$ cat config.mk
export PLATFORM = sky130hd
export DESIGN_NAME = custom_axi_ip_axil_regs
export DESIGN_NICKNAME = d
export VERILOG_FILES = /design/src/rtl/custom_axi_ip_axil_regs.sv
export SDC_FILE = /design/constraint.sdc
export NUM_CORES = 1
export LEC_CHECK = 0
export CAP_MARGIN = 5
export CORE_MARGIN = 2
export CORE_UTILIZATION = 35
export DETAILED_ROUTE_END_ITERATION = 10
export GPL_TIMING_DRIVEN = 0
export MAX_ROUTING_LAYER = met4
export SYNTH_ARGS = -nofsm -noshare
export SYNTH_HDL_FRONTEND = slang
export SYNTH_SLANG_ARGS = --single-unit
$ cat constraint.sdc
create_clock -name clk_i -period 1.61 [get_ports clk_i]
set_clock_uncertainty 0.15 [all_clocks]
set_input_delay 0.2415 -clock clk_i [delete_from_list [all_inputs] [get_ports clk_i]]
set_output_delay 0.2415 -clock clk_i [all_outputs]
set_load 0.05 [all_outputs]
$ cat src/rtl/custom_axi_ip_axil_regs.sv
// custom_axi_ip_axil_regs: AXI4-Lite register file driving the custom_axi_ip core; define CUSTOM_AXI_IP_IRQ_EN to add IER and irq_o
module custom_axi_ip_axil_regs #(
  parameter int ADDR_WIDTH = 5,
  parameter int DATA_WIDTH = 32
) (
  input  logic                  clk_i,
  input  logic                  rst_ni,
  input  logic [ADDR_WIDTH-1:0] s_awaddr_i,
  input  logic                  s_awvalid_i,
  output logic                  s_awready_o,
  input  logic [DATA_WIDTH-1:0] s_wdata_i,
  input  logic [3:0]            s_wstrb_i,
  input  logic                  s_wvalid_i,
  output logic                  s_wready_o,
  output logic [1:0]            s_bresp_o,
  output logic                  s_bvalid_o,
  input  logic                  s_bready_i,
  input  logic [ADDR_WIDTH-1:0] s_araddr_i,
  input  logic                  s_arvalid_i,
  output logic                  s_arready_o,
  output logic [DATA_WIDTH-1:0] s_rdata_o,
  output logic [1:0]            s_rresp_o,
  output logic                  s_rvalid_o,
  input  logic                  s_rready_i,
  output logic [DATA_WIDTH-1:0] din_o,
  output logic                  enable_in_o,
  input  logic [DATA_WIDTH-1:0] dout_i,
  input  logic [1:0]            enable_out_i,
  input  logic [1:0]            status_i
`ifdef CUSTOM_AXI_IP_IRQ_EN
  ,
  output logic                  irq_o
`endif
);
  localparam logic [2:0] A_CTRL = 3'd0;
  localparam logic [2:0] A_DIN = 3'd1;
  localparam logic [2:0] A_DOUT = 3'd2;
  localparam logic [2:0] A_STAT = 3'd3;
  localparam logic [2:0] A_IER = 3'd4;
  localparam logic [1:0] OKAY = 2'b00;
  localparam logic [1:0] SLVERR = 2'b10;
  typedef enum logic {W_IDLE, W_RESP} w_state_t;
  typedef enum logic {R_IDLE, R_DATA} r_state_t;
  w_state_t w_state;
  r_state_t r_state;
  logic [2:0] aw_idx, rd_idx;
  logic aw_held, w_held;
  logic [31:0] wdata_q, din_next, dout_q, rd_mux;
  logic [3:0] wstrb_q;
  logic wr_commit, wr_mapped, rd_mapped, start_evt, clr_ack, clr_be;
  logic ack, busyerr;
  logic [1:0] ier;
  logic unused_ok;
  assign unused_ok = ^{enable_out_i[1], s_awaddr_i[1:0], s_araddr_i[1:0]};
`ifdef CUSTOM_AXI_IP_IRQ_EN
  localparam logic [2:0] A_LAST = A_IER;
`else
  localparam logic [2:0] A_LAST = A_STAT;
  assign ier = 2'b00;
`endif
  // commit strobes, merged DIN value and read-data selection
  always_comb begin
    rd_idx = s_araddr_i[4:2];
    wr_commit = (w_state == W_IDLE) && aw_held && w_held;
    wr_mapped = aw_idx <= A_LAST;
    rd_mapped = rd_idx <= A_LAST;
    start_evt = wr_commit && aw_idx == A_CTRL && wdata_q[0];
    clr_ack = wr_commit && aw_idx == A_STAT && wdata_q[2];
    clr_be = wr_commit && aw_idx == A_STAT && wdata_q[3];
    din_next = din_o;
    for (int i = 0; i < 4; i++) din_next[8*i+:8] = wstrb_q[i] ? wdata_q[8*i+:8] : din_o[8*i+:8];
    rd_mux = rd_idx == A_DIN  ? din_o :
             rd_idx == A_DOUT ? dout_q :
             rd_idx == A_STAT ? {28'd0, busyerr, ack, status_i} :
             rd_idx == A_IER && rd_mapped ? {30'd0, ier} : 32'd0;
  end
  // write channel: capture AW and W independently, commit once both are held, then hold B
  always_ff @(posedge clk_i or negedge rst_ni) begin
    if (!rst_ni) begin
      w_state <= W_IDLE;
      s_awready_o <= 1'b0;
      s_wready_o <= 1'b0;
      s_bvalid_o <= 1'b0;
      s_bresp_o <= OKAY;
      aw_held <= 1'b0;
      w_held <= 1'b0;
      aw_idx <= 3'd0;
      wdata_q <= 32'd0;
      wstrb_q <= 4'd0;
    end else if (w_state == W_IDLE) begin
      if (s_awready_o && s_awvalid_i) begin
        aw_held <= 1'b1;
        aw_idx <= s_awaddr_i[4:2];
      end
      if (s_wready_o && s_wvalid_i) begin
        w_held <= 1'b1;
        wdata_q <= s_wdata_i;
        wstrb_q <= s_wstrb_i;
      end
      s_awready_o <= !aw_held && !(s_awready_o && s_awvalid_i);
      s_wready_o <= !w_held && !(s_wready_o && s_wvalid_i);
      if (wr_commit) begin
        aw_held <= 1'b0;
        w_held <= 1'b0;
        s_bvalid_o <= 1'b1;
        s_bresp_o <= wr_mapped ? OKAY : SLVERR;
        w_state <= W_RESP;
      end
    end else if (s_bready_i) begin
      s_bvalid_o <= 1'b0;
      s_awready_o <= 1'b1;
      s_wready_o <= 1'b1;
      w_state <= W_IDLE;
    end
  end
  // read channel: register data and response on the AR handshake, hold until accepted
  always_ff @(posedge clk_i or negedge rst_ni) begin
    if (!rst_ni) begin
      r_state <= R_IDLE;
      s_arready_o <= 1'b0;
      s_rvalid_o <= 1'b0;
      s_rdata_o <= 32'd0;
      s_rresp_o <= OKAY;
    end else if (r_state == R_IDLE) begin
      s_arready_o <= 1'b1;
      if (s_arready_o && s_arvalid_i) begin
        s_rdata_o <= rd_mux;
        s_rresp_o <= rd_mapped ? OKAY : SLVERR;
        s_rvalid_o <= 1'b1;
        s_arready_o <= 1'b0;
        r_state <= R_DATA;
      end
    end else if (s_rready_i) begin
      s_rvalid_o <= 1'b0;
      s_arready_o <= 1'b1;
      r_state <= R_IDLE;
    end
  end
  // register file: DIN, start pulse, sticky status bits (set wins over clear), core result sample
  always_ff @(posedge clk_i or negedge rst_ni) begin
    if (!rst_ni) begin
      din_o <= 32'd0;
      enable_in_o <= 1'b0;
      ack <= 1'b0;
      busyerr <= 1'b0;
      dout_q <= 32'd0;
    end else begin
      dout_q <= dout_i;
      enable_in_o <= start_evt;
      if (wr_commit && aw_idx == A_DIN) din_o <= din_next;
      ack <= enable_out_i[0] | (ack & !clr_ack);
      busyerr <= (start_evt && status_i != 2'd0) | (busyerr & !clr_be);
    end
  end
`ifdef CUSTOM_AXI_IP_IRQ_EN
  // interrupt enables and registered interrupt line
  always_ff @(posedge clk_i or negedge rst_ni) begin
    if (!rst_ni) begin
      ier <= 2'b00;
      irq_o <= 1'b0;
    end else begin
      if (wr_commit && aw_idx == A_IER) ier <= wdata_q[1:0];
      irq_o <= |({busyerr, ack} & ier);
    end
  end
`endif
endmodule

Word-level counts from Yosys, hierarchy flattened
Cells that the tools add are included.
{ "totals": {"reg_bits": 151, "latchBits": 0, "mem_bits_rw": 0, "rom_bits": 0, "in_bits": 89, "output_inout_bits": 74, "wordCells": 103, "n_memories": 0} }
{ "op_classes": {"n_addsub": 0, "multipliers": 0, "div_mod_pow": 0, "order_cmp": 2, "eq_ne": 7, "n_shift": 0, "muxes": 27, "bitwise": 6, "n_reduce_logical": 38} }
{ "ops": {"columns": ["cell", "count"], "rows": [
  ["2-to-1 mux 32 bit", 2],
  ["AND reduction 2 bit", 12],
  ["2-to-1 mux 1 bit", 22],
  ["logical AND 1 bit", 14],
  ["nonzero test 2 bit", 5],
  ["== test 3 x 2 -> 1 bit (second input constant)", 3],
  ["== test 3 x 1 -> 1 bit (second input constant)", 2],
  ["<= comparator 3 x 2 -> 1 bit (second input constant)", 2],
  ["logical NOT 1 bit", 6],
  ["2-to-1 mux 2 bit", 2],
  ["2-to-1 mux 4 bit", 1],
  ["inequality test 2 bit (second input constant)", 2],
  ["logical NOT 3 bit", 1],
  ["AND 1 bit", 2],
  ["NOT 1 bit", 2],
  ["bitwise OR 1 bit", 2]
]} }

Logic depth before layout (Yosys ltp)
Gate-level depths: netlist of the first run.
{ "logic_depth": {"ltp_word": 8, "ltp_mapped": 5, "mapped_depth_nobuf": 3} }

Least setup slack after synthesis of the first run
OpenSTA, ideal clock, no wires.
{ "synth_path": {"kind": "reg-to-reg", "startpoint": "register w_state", "endpoint": "register din_o[0]", "setup_time_ns": 0.125, "arrival_time_ns": 1.433, "required_ns": 1.335, "setup_slack_ns": -0.098, "stages_incl_launch_ff": 5, "path_buffers": 1, "period_less_slack_ns": 1.708, "cell_sequence": "dfrtp_1 > nand4bb_1 > buf_6 > nor3_4 > mux2_2"} }
{ "synth_between": {"elab_chain_cells": 5} }
{ "synth_rtl": {"columns": ["element", "line_no", "rtl"], "rows": [
  ["start, declared", "44", "w_state_t w_state;"],
  ["start signal, assigned", "80", "w_state <= W_IDLE;"],
  ["start signal, assigned", "107", "w_state <= W_RESP;"],
  ["start signal, assigned", "113", "w_state <= W_IDLE;"],
  ["NOT 1 bit (no line)", null, null],
  ["logical AND 1 bit (2 in series)", "64", "wr_commit = (w_state == W_IDLE) && aw_held && w_held;"],
  ["logical AND 1 bit", "150", "if (wr_commit && aw_idx == A_DIN) din_o <= din_next;"],
  ["AND reduction 2 bit (no line)", null, null],
  ["end signal, assigned", "150", null],
  ["end, declared", "25", "output logic [DATA_WIDTH-1:0] din_o,"]
]} }
No other way between the ends.
A chain may end at the register's enable or synchronous reset.

Final worst setup path of the first run
{ "layout_path": {"startpoint": "register aw_idx[2]", "endpoint": "register din_o[4]"} }
{ "layout_between": {"elab_chain_cells": 3} }
{ "layout_rtl": {"columns": ["element", "line_no", "rtl"], "rows": [
  ["start, declared", "46", "logic [2:0] aw_idx, rd_idx;"],
  ["start signal, assigned", "93", "aw_idx <= s_awaddr_i[4:2];"],
  ["== test 3 x 1 -> 1 bit", "150", null],
  ["logical AND 1 bit", "150", null],
  ["AND reduction 2 bit (no line)", null, null]
]} }
No other way between the ends.

==> summary.md, run 1 <==
| Metric | Value |
|---|---|
| Most used DFF post-synth | dfrtp_1 |
| Mapped Area | 5580 um^2 |
| Layout cells sized above 1 | 0.388 |
| Crit path depth | 5 |
| Critical Path AT | 1790 ps |
| Post-Synth Adder-Cell Area | 0 |
| Root buf cell | clkbuf_16 |
| H-tree depth | 4 |
| Synth top area cells | dfrtp_1, mux2_2, a22oi_1 |
| First-pass GRT wire length | 21700 um |
| N_diodes | 0 |
| Synth area leader | dfrtp_1 |
| Critical-path top delay cell | dfrtp_1 |
| Routed WL per cell | 17.2 um |
| CTS tree | built |
| Vias/cell | 4.70 |
| Global placement routability congestion | 0.749 |
| R2r setup slk | -40 ps |
| GRT busiest layer | met2 |
| Slew HR | 0.534 |
| Via Count | 3840 |
| Clock Path Buffers | 2 |
| Failing checks | negative setup slack |
| FF-to-FF Start | aw_idx[2] |
| Final #Nets | 677 |
| RSZ-0062 raised after global routing | true |
| Setup WS pre-CTS | -700 ps |
| Total grt overflow | 0 |
| Worst Path Buf+Inv | 2 |
| Slew Limit Fails | 0 |
| CTS Buf Count | 17 |
| Synth top area share | 0.668 |
| Vias in the first global route | 4004 |
| Critical-path cell list | nand4bb_1, buf_6, nor3_4, buf_12, mux2_4 |
| F_max | 0.606 GHz |
| Worst-Margin Slew | 700 ps |
| FF+latch count, synth | 149 |
| Row cnt | 46 |
| FF-to-FF End | din_o[4] |
| Critical Path Start | aw_idx[2] |
| Mean area per synthesized cell | 14.2 um^2 |
| Worst skew pair latency | 410 ps |
| Async SR Flop Fraction | 1.00 |
| Setup violators final | 29 |
| Port bufs | 153 |
| Initial core utilization | 0.355 |
| CP delay by family, top | flip-flops |
| Final worst-path cycle share | 1.02 |
| CTS clock-pin slew for the worst setup and hold paths | 60 ps |
| Clock sinks | 149 |
| Final wirelength | 14100 um |
| Core area | 15700 um^2 |
| Distinct cells, synth | 34 |
| Run status | finished with violations |
| Residual DRC count | 0 |
| Met2 Use GR | 0.272 |
| Die Span X | 130 um |
| DRT iter0 DRCs | 151 |
| Max VDD drop | 0.000983 V |
| Synth warn | 0 |
| Num ports | 163 |
| Post-DP HPWL | 9620 um |
| Synth Area in Compound Gates | 0.0893 |
| Synth Area in XOR/XNOR | 0 |
| Largest net degree at the start of global routing | 77 |
| Hold Path Stages | 2 |
| Worst EP required | 1750 ps |
| Gate count of the mapped netlist | 393 |
| P per Cell Area | 1940 nW/um^2 |
| Register area | 3730 um^2 |
| Post-synth EDFFs | 0 |
| Routing usage on met3 | 0.0599 |
| Fin crit period | 1650 ps |
| Tot GR Track Use | 0.178 |
| Critical path endpoint | din_o[4] |
| ANT nets after route | 0 |
| Hold Violations, Final | 0 |
| # fillers | 1342 |
| Seq/Total Area, Yosys | 0.668 |
| Hold Path Class | in2reg |
| CP startpoint kind | flip-flop |
| Reg2reg path depth | 5 |
| Die area | 17000 um^2 |
| Worst setup slack after layout | -39.1 ps |
| Pleak | 3.62 nW |
| CP Max Fanout | 8 |
| CP max stage delay | 370 ps |
| Area Growth Syn to Fin | 48.9% |
| Fin util | 0.529 |
| Max cap viols | 0 |
| Setup Crit Path Kind | reg2reg |
| Worst hold start | s_araddr_i[4] |
| Die Ht | 130 um |
| CP endpoint kind | flip-flop |
| GR met1 Demand/Resource | 0.224 |
| Post-Synth Simple-Gate Area | 0.0682 |
| Mux cell area share after synthesis | 0.149 |
| PnR Total Power | 0.0161 W |
| Fin Setup TNS | -698 ps |
| Combinational family with the most area after synthesis | multiplexers |
| 1st-pass router iterations | 4 |
| Initial antenna violation count | 0 |
| Multi-input gate area | 1870 um^2 |
-- layout by cell type (no fill, tap or decap), types with 2 or more instances in the layout --
cell,instances
buf_8,2
a22oi_1,29
mux2_4,32
clkdlybuf4s18_2,7
clkinvlp_4,3
buf_12,4
nand2b_1,4
o21ai_1,16
nor3_4,4
nor3b_4,2
buf_6,8
mux2_2,42
nor2_1,4
nand3_1,3
buf_2,28
clkinv_2,6
conb_1,2
clkdlybuf4s15_2,43
clkdlybuf4s50_1,79
clkbuf_2,4
a21oi_1,3
dfrtp_1,147
dfrtp_2,2
clkbuf_8,3
buf_4,16
o31ai_1,4
clkbuf_16,17
or3_1,3
inv_1,3
a32oi_1,3
o21ai_0,15
nand2_1,40
clkbuf_1,3
-- per-stage QoR --
stage	instance area [um^2]	hold slack, ps	cells
after CTS	8300	35.3	810
after global placement	7390	312	763
after global routing	8300	63.7	817
final	8300	50.6	817
after floorplan	5580	-204	394
after detailed placement	7410	154	764
-- power by group --
group | internal (W) | switching [W]
combinational | 0.00259 | 0.00398
sequential | 0.00506 | 0.000940
clock | 0.00208 | 0.00146
-- sequential cells by signal (all words and copies together), names as in the netlist --
name	cells
ack	1
aw_held	1
aw_idx	3
busyerr	1
din_o	32
dout_q	32
enable_in_o	1
r_state	1
s_arready_o	1
s_awready_o	1
s_bresp_o	1
s_bvalid_o	1
s_rdata_o	32
s_rresp_o	1
s_rvalid_o	1
s_wready_o	1
w_held	1
w_state	1
wdata_q	32
wstrb_q	4
-- area by class of cell --
| cell class | instances | share of cell area |
|---|---|---|
| multi-input cells | 221 | 0.225 |
| flip-flops and latches | 149 | 0.449 |
| well taps | 216 | 0.0325 |
| clock buffers | 23 | 0.0576 |
| clock inverters | 9 | 0.00648 |
| plain buffers | 20 | 0.0191 |
| repair buffers | 175 | 0.208 |
| inverters | 4 | 0.00226 |
-- kinds of logic after synthesis --
group                  Yosys count
multiplexers                    74
AO/OA/AOI/OAI                   77
flip-flops                     149
AND/OR/NAND/NOR                 67
buffers and inverters           25
other                            1
-- worst min path at each step --
stage / to
2_1_floorplan: ack
3_3_place_gp: s_rvalid_o
3_5_place_dp: wdata_q[21]
4_1_cts: s_rdata_o[3]
5_1_grt: s_rdata_o[2]
6_report: s_rdata_o[3]
-- timing repair --
item | 4_1_cts | 5_1_grt
hold buffers | 1 | 0
resized for setup | 260 | 71
buffers inserted | 14 | 6
pin swaps | 7 | 6
endpoints found under the setup margin | 169 | 114
hold endpoints to repair | 73 | 0
cloned | 0 | 1
-- cells in the mapped netlist (2+ instances only) --
| library cell | number |
|---|---|
| buf_6 | 3 |
| nor3_4 | 4 |
| buf_2 | 8 |
| a22oi_1 | 29 |
| o21ai_1 | 16 |
| mux2_2 | 74 |
| clkbuf_1 | 7 |
| a32oi_1 | 3 |
| nor3b_4 | 2 |
| nand3_1 | 3 |
| nor2_1 | 5 |
| nand2b_1 | 4 |
| or3_1 | 3 |
| a21oi_1 | 3 |
| dfrtp_1 | 149 |
| buf_4 | 2 |
| nand2_1 | 40 |
| inv_1 | 4 |
| o21ai_0 | 16 |
| o31ai_1 | 4 |
-- metal layers --
metal,share of wire,wire [um],up-vias
met5,0,0,-
met4,0.012,169,0
met3,0.076,1070,16
met2,0.48,6740,126
met1,0.43,6110,1913
li1,-,-,1785
-- worst register-to-register path, delay by kind of cell (launching register included) --
kind | cells | cell delay (ps)
and+or+nand+nor | 2 | 360
muxes | 1 | 300
buffers and inverters | 2 | 340
DFF | 1 | 370
(Power assumes the default switching activity.)
==> run 2: changes to the inputs <==
--- a/config.mk
+++ b/config.mk
@@ -5,12 +5,12 @@
 export SDC_FILE = /design/constraint.sdc
 export NUM_CORES = 1
 export LEC_CHECK = 0
-export CAP_MARGIN = 5
 export CORE_MARGIN = 2
 export CORE_UTILIZATION = 35
 export DETAILED_ROUTE_END_ITERATION = 10
 export GPL_TIMING_DRIVEN = 0
 export MAX_ROUTING_LAYER = met4
+export RECOVER_POWER = 100
 export SYNTH_ARGS = -nofsm -noshare
 export SYNTH_HDL_FRONTEND = slang
 export SYNTH_SLANG_ARGS = --single-unit
==> run 2 against run 1 <==
  * Critical path type unchanged
  * Non-clock buffer count unchanged
  * Largest cell class unchanged
  * Critical endpoint is now wdata_q[16]
  * Fmax about the same
  * Worst setup slack worse by 1.1 ps
  * Highest routed layer unchanged
  * The flow still finishes with violations (negative setup slack)
==> summary.md, run 2 (same netlist as run 1, synthesis figures left out) <==
| Metric | Value |
|---|---|
| Fin Setup TNS | -1290 ps (-596 ps) |
| Sw frac | 0.398 (+0.00149) |
| Layout cells sized above 1 | 0.383 (-0.00499) |
| Max cap viols | 0 (unchanged) |
| Hold Violations, Final | 0 (unchanged) |
| Slew HR | 0.541 (+0.00720) |
| Comb power frac | 0.405 (-0.003) |
| Die Span X | 130 um (unchanged) |
| P per Cell Area | 1940 nW/um^2 (-0.13%) |
| Most frequent cells in the layout | dfrtp_1, clkdlybuf4s50_1, clkdlybuf4s15_2 |
| Tot GR Track Use | 0.178 (unchanged) |
| Max VDD drop | 0.000982 V (-0.10%) |
| Setup violators final | 58 (+100%) |
| Critical Path AT | 1790 ps (about the same) |
| Root buf cell | clkbuf_16 |
| F_max | 0.606 GHz (about the same) |
| Final worst-path cycle share | 1.02 (about the same) |
| CP Max Fanout | 10 (+2) |
| Initial antenna violation count | 2 (+2) |
| Core area | 15700 um^2 (unchanged) |
| Num ports | 163 (unchanged) |
| Failing checks | negative setup slack |
| Area Growth Syn to Fin | 48.5% |
| Vias/cell | 4.68 (-0.40%) |
| Worst setup slack after layout | -40.2 ps (-1.12 ps) |
| CP startpoint kind | flip-flop |
| Non-filler instance count after layout | 819 (+0.24%) |
| Fin crit period | 1650 ps (+1.12 ps) |
| Routed WL per cell | 17.2 um (-0.38%) |
| Worst-Margin Slew | 689 ps (-10.8 ps) |
| Worst EP required | 1750 ps (about the same) |
| Placed cells | 764 (unchanged) |
| H-tree depth | 4 (unchanged) |
| Final #Nets | 677 (unchanged) |
| CP endpoint kind | flip-flop |
| Worst skew pair latency | 410 ps (about the same) |
| CTS tree | built |
| Psw | 0.00639 W (about the same) |
| Initial core utilization | 0.355 (unchanged) |
| Internal | 0.00967 W (-0.60%) |
| First-pass GRT wire length | 21700 um (unchanged) |
| Sequential share of power | 0.374 (+0.002) |
| CTS Buf Count | 17 (unchanged) |
| Vias in the first global route | 4004 (unchanged) |
| Most common cell after layout, fill and taps aside | dfrtp_1 |
| Hold Path Class | in2reg |
| Largest net degree at the start of global routing | 77 (unchanged) |
| 1st-pass router iterations | 4 (unchanged) |
| Via Count | 3834 (-0.16%) |
| Residual DRC count | 0 (unchanged) |
| Clock sinks | 149 (unchanged) |
| Die area | 17000 um^2 (unchanged) |
| Final wirelength | 14100 um (-0.13%) |
| Setup Crit Path Kind | reg2reg |
| Port bufs | 153 (unchanged) |
| RSZ-0062 raised after global routing | true |
| DRT iter0 DRCs | 147 (-2.6%) |
| Die Ht | 130 um (unchanged) |
| Clock Power Share | 0.221 (about the same) |
| Clock Path Buffers | 2 (unchanged) |
| Total grt overflow | 0 (unchanged) |
| CTS clock-pin slew for the worst setup and hold paths | 60 ps (about the same) |
| Setup WS pre-CTS | -700 ps (unchanged) |
| ANT nets after route | 0 (unchanged) |
| Row cnt | 46 (unchanged) |
| Slew Limit Fails | 0 (unchanged) |
| Global placement routability congestion | 0.749 (unchanged) |
| Post-DP HPWL | 9620 um (unchanged) |
| Pleak | 3.61 nW (-0.40%) |
| Run status | finished with violations |
==> run 2: path summary, 6_finish.rpt <==
| path | slack, ps | depth (start not counted) | to | start |
|---|---|---|---|---|
| max in group asynchronous | 200 | 3 | s_arready_o | rst_ni |
| max | -40 | 5 | wdata_q[16] | w_state |
| min in group asynchronous | 250 | 2 | wdata_q[21] | rst_ni |
| max reg2reg | -40 | 5 | wdata_q[16] | w_state |
| min reg2reg | 330 | 2 | s_rvalid_o | s_rvalid_o |
| min | 50 | 2 | s_rdata_o[3] | s_araddr_i[4] |
==> run 2: power groups by stage <==
stage          Sequential [W]  Clock [W]  Combinational, W
6_report              0.00600    0.00354           0.00651
5_1_grt               0.00621    0.00382           0.00689
4_1_cts               0.00598    0.00363           0.00656
3_5_place_dp          0.00596          0           0.00646
3_3_place_gp          0.00593          0           0.00636
2_1_floorplan         0.00818          0           0.00186
==> run 2: layer usage <==
| metal | part of all wire | vias up | global-route usage |
|---|---|---|---|
| met2 | 0.48 | 117 | 0.272 |
| met3 | 0.068 | 19 | 0.0599 |
| met4 | 0.012 | 0 | 0.0563 |
| met5 | 0 | - | - |
| li1 | - | 1791 | - |
| met1 | 0.44 | 1907 | 0.224 |
==> run 2: what timing repair did <==
item	4_1_cts	5_1_grt
endpoints found under the hold margin	73	0
cloned	0	1
setup buffers	14	6
hold buffers	1	0
pin swaps	7	6
endpoints found under the setup margin	169	114
resized for setup	260	71
==> run 2: critical path, cell delays in order (launching register included) <==
cell and delay (ps):
dfrtp_1 340, clkbuf_1 170, clkinvlp_4 190, nand3_4 160, buf_8 170, mux2_2 350
==> run 2: metrics by stage <==
| step | util | hold slack (ps) | instance area [um^2] | power (W) |
|---|---|---|---|---|
| 6_report | 0.527 | 51.7 | 8290 | 0.0161 |
| 5_1_grt | 0.527 | 64.0 | 8290 | 0.0169 |
| 4_1_cts | 0.528 | 35.3 | 8300 | 0.0162 |
| 3_5_place_dp | 0.472 | 154 | 7410 | 0.0124 |
| 3_3_place_gp | 0.470 | 312 | 7390 | 0.0123 |
| 2_1_floorplan | - | -204 | 5580 | 0.0100 |
==> run 2: cell type report <==
cell class	count	area, um^2
clock buffers	23	478
multi-input cells	221	1870
diodes	2	5.00
plain buffers	20	155
flip-flops and latches	149	3730
inverters	4	18.8
clock inverters	9	53.8
repair buffers	175	1710
fillers	1351	7430
well taps	216	270
==> run 3: changes to the inputs <==
--- a/config.mk
+++ b/config.mk
@@ -14,3 +14,4 @@
 export SYNTH_ARGS = -nofsm -noshare
 export SYNTH_HDL_FRONTEND = slang
 export SYNTH_SLANG_ARGS = --single-unit
+export TNS_END_PERCENT = 100
==> results of run 3 <==
No change in the layout: final DEF, timing and power equal those of run 2.
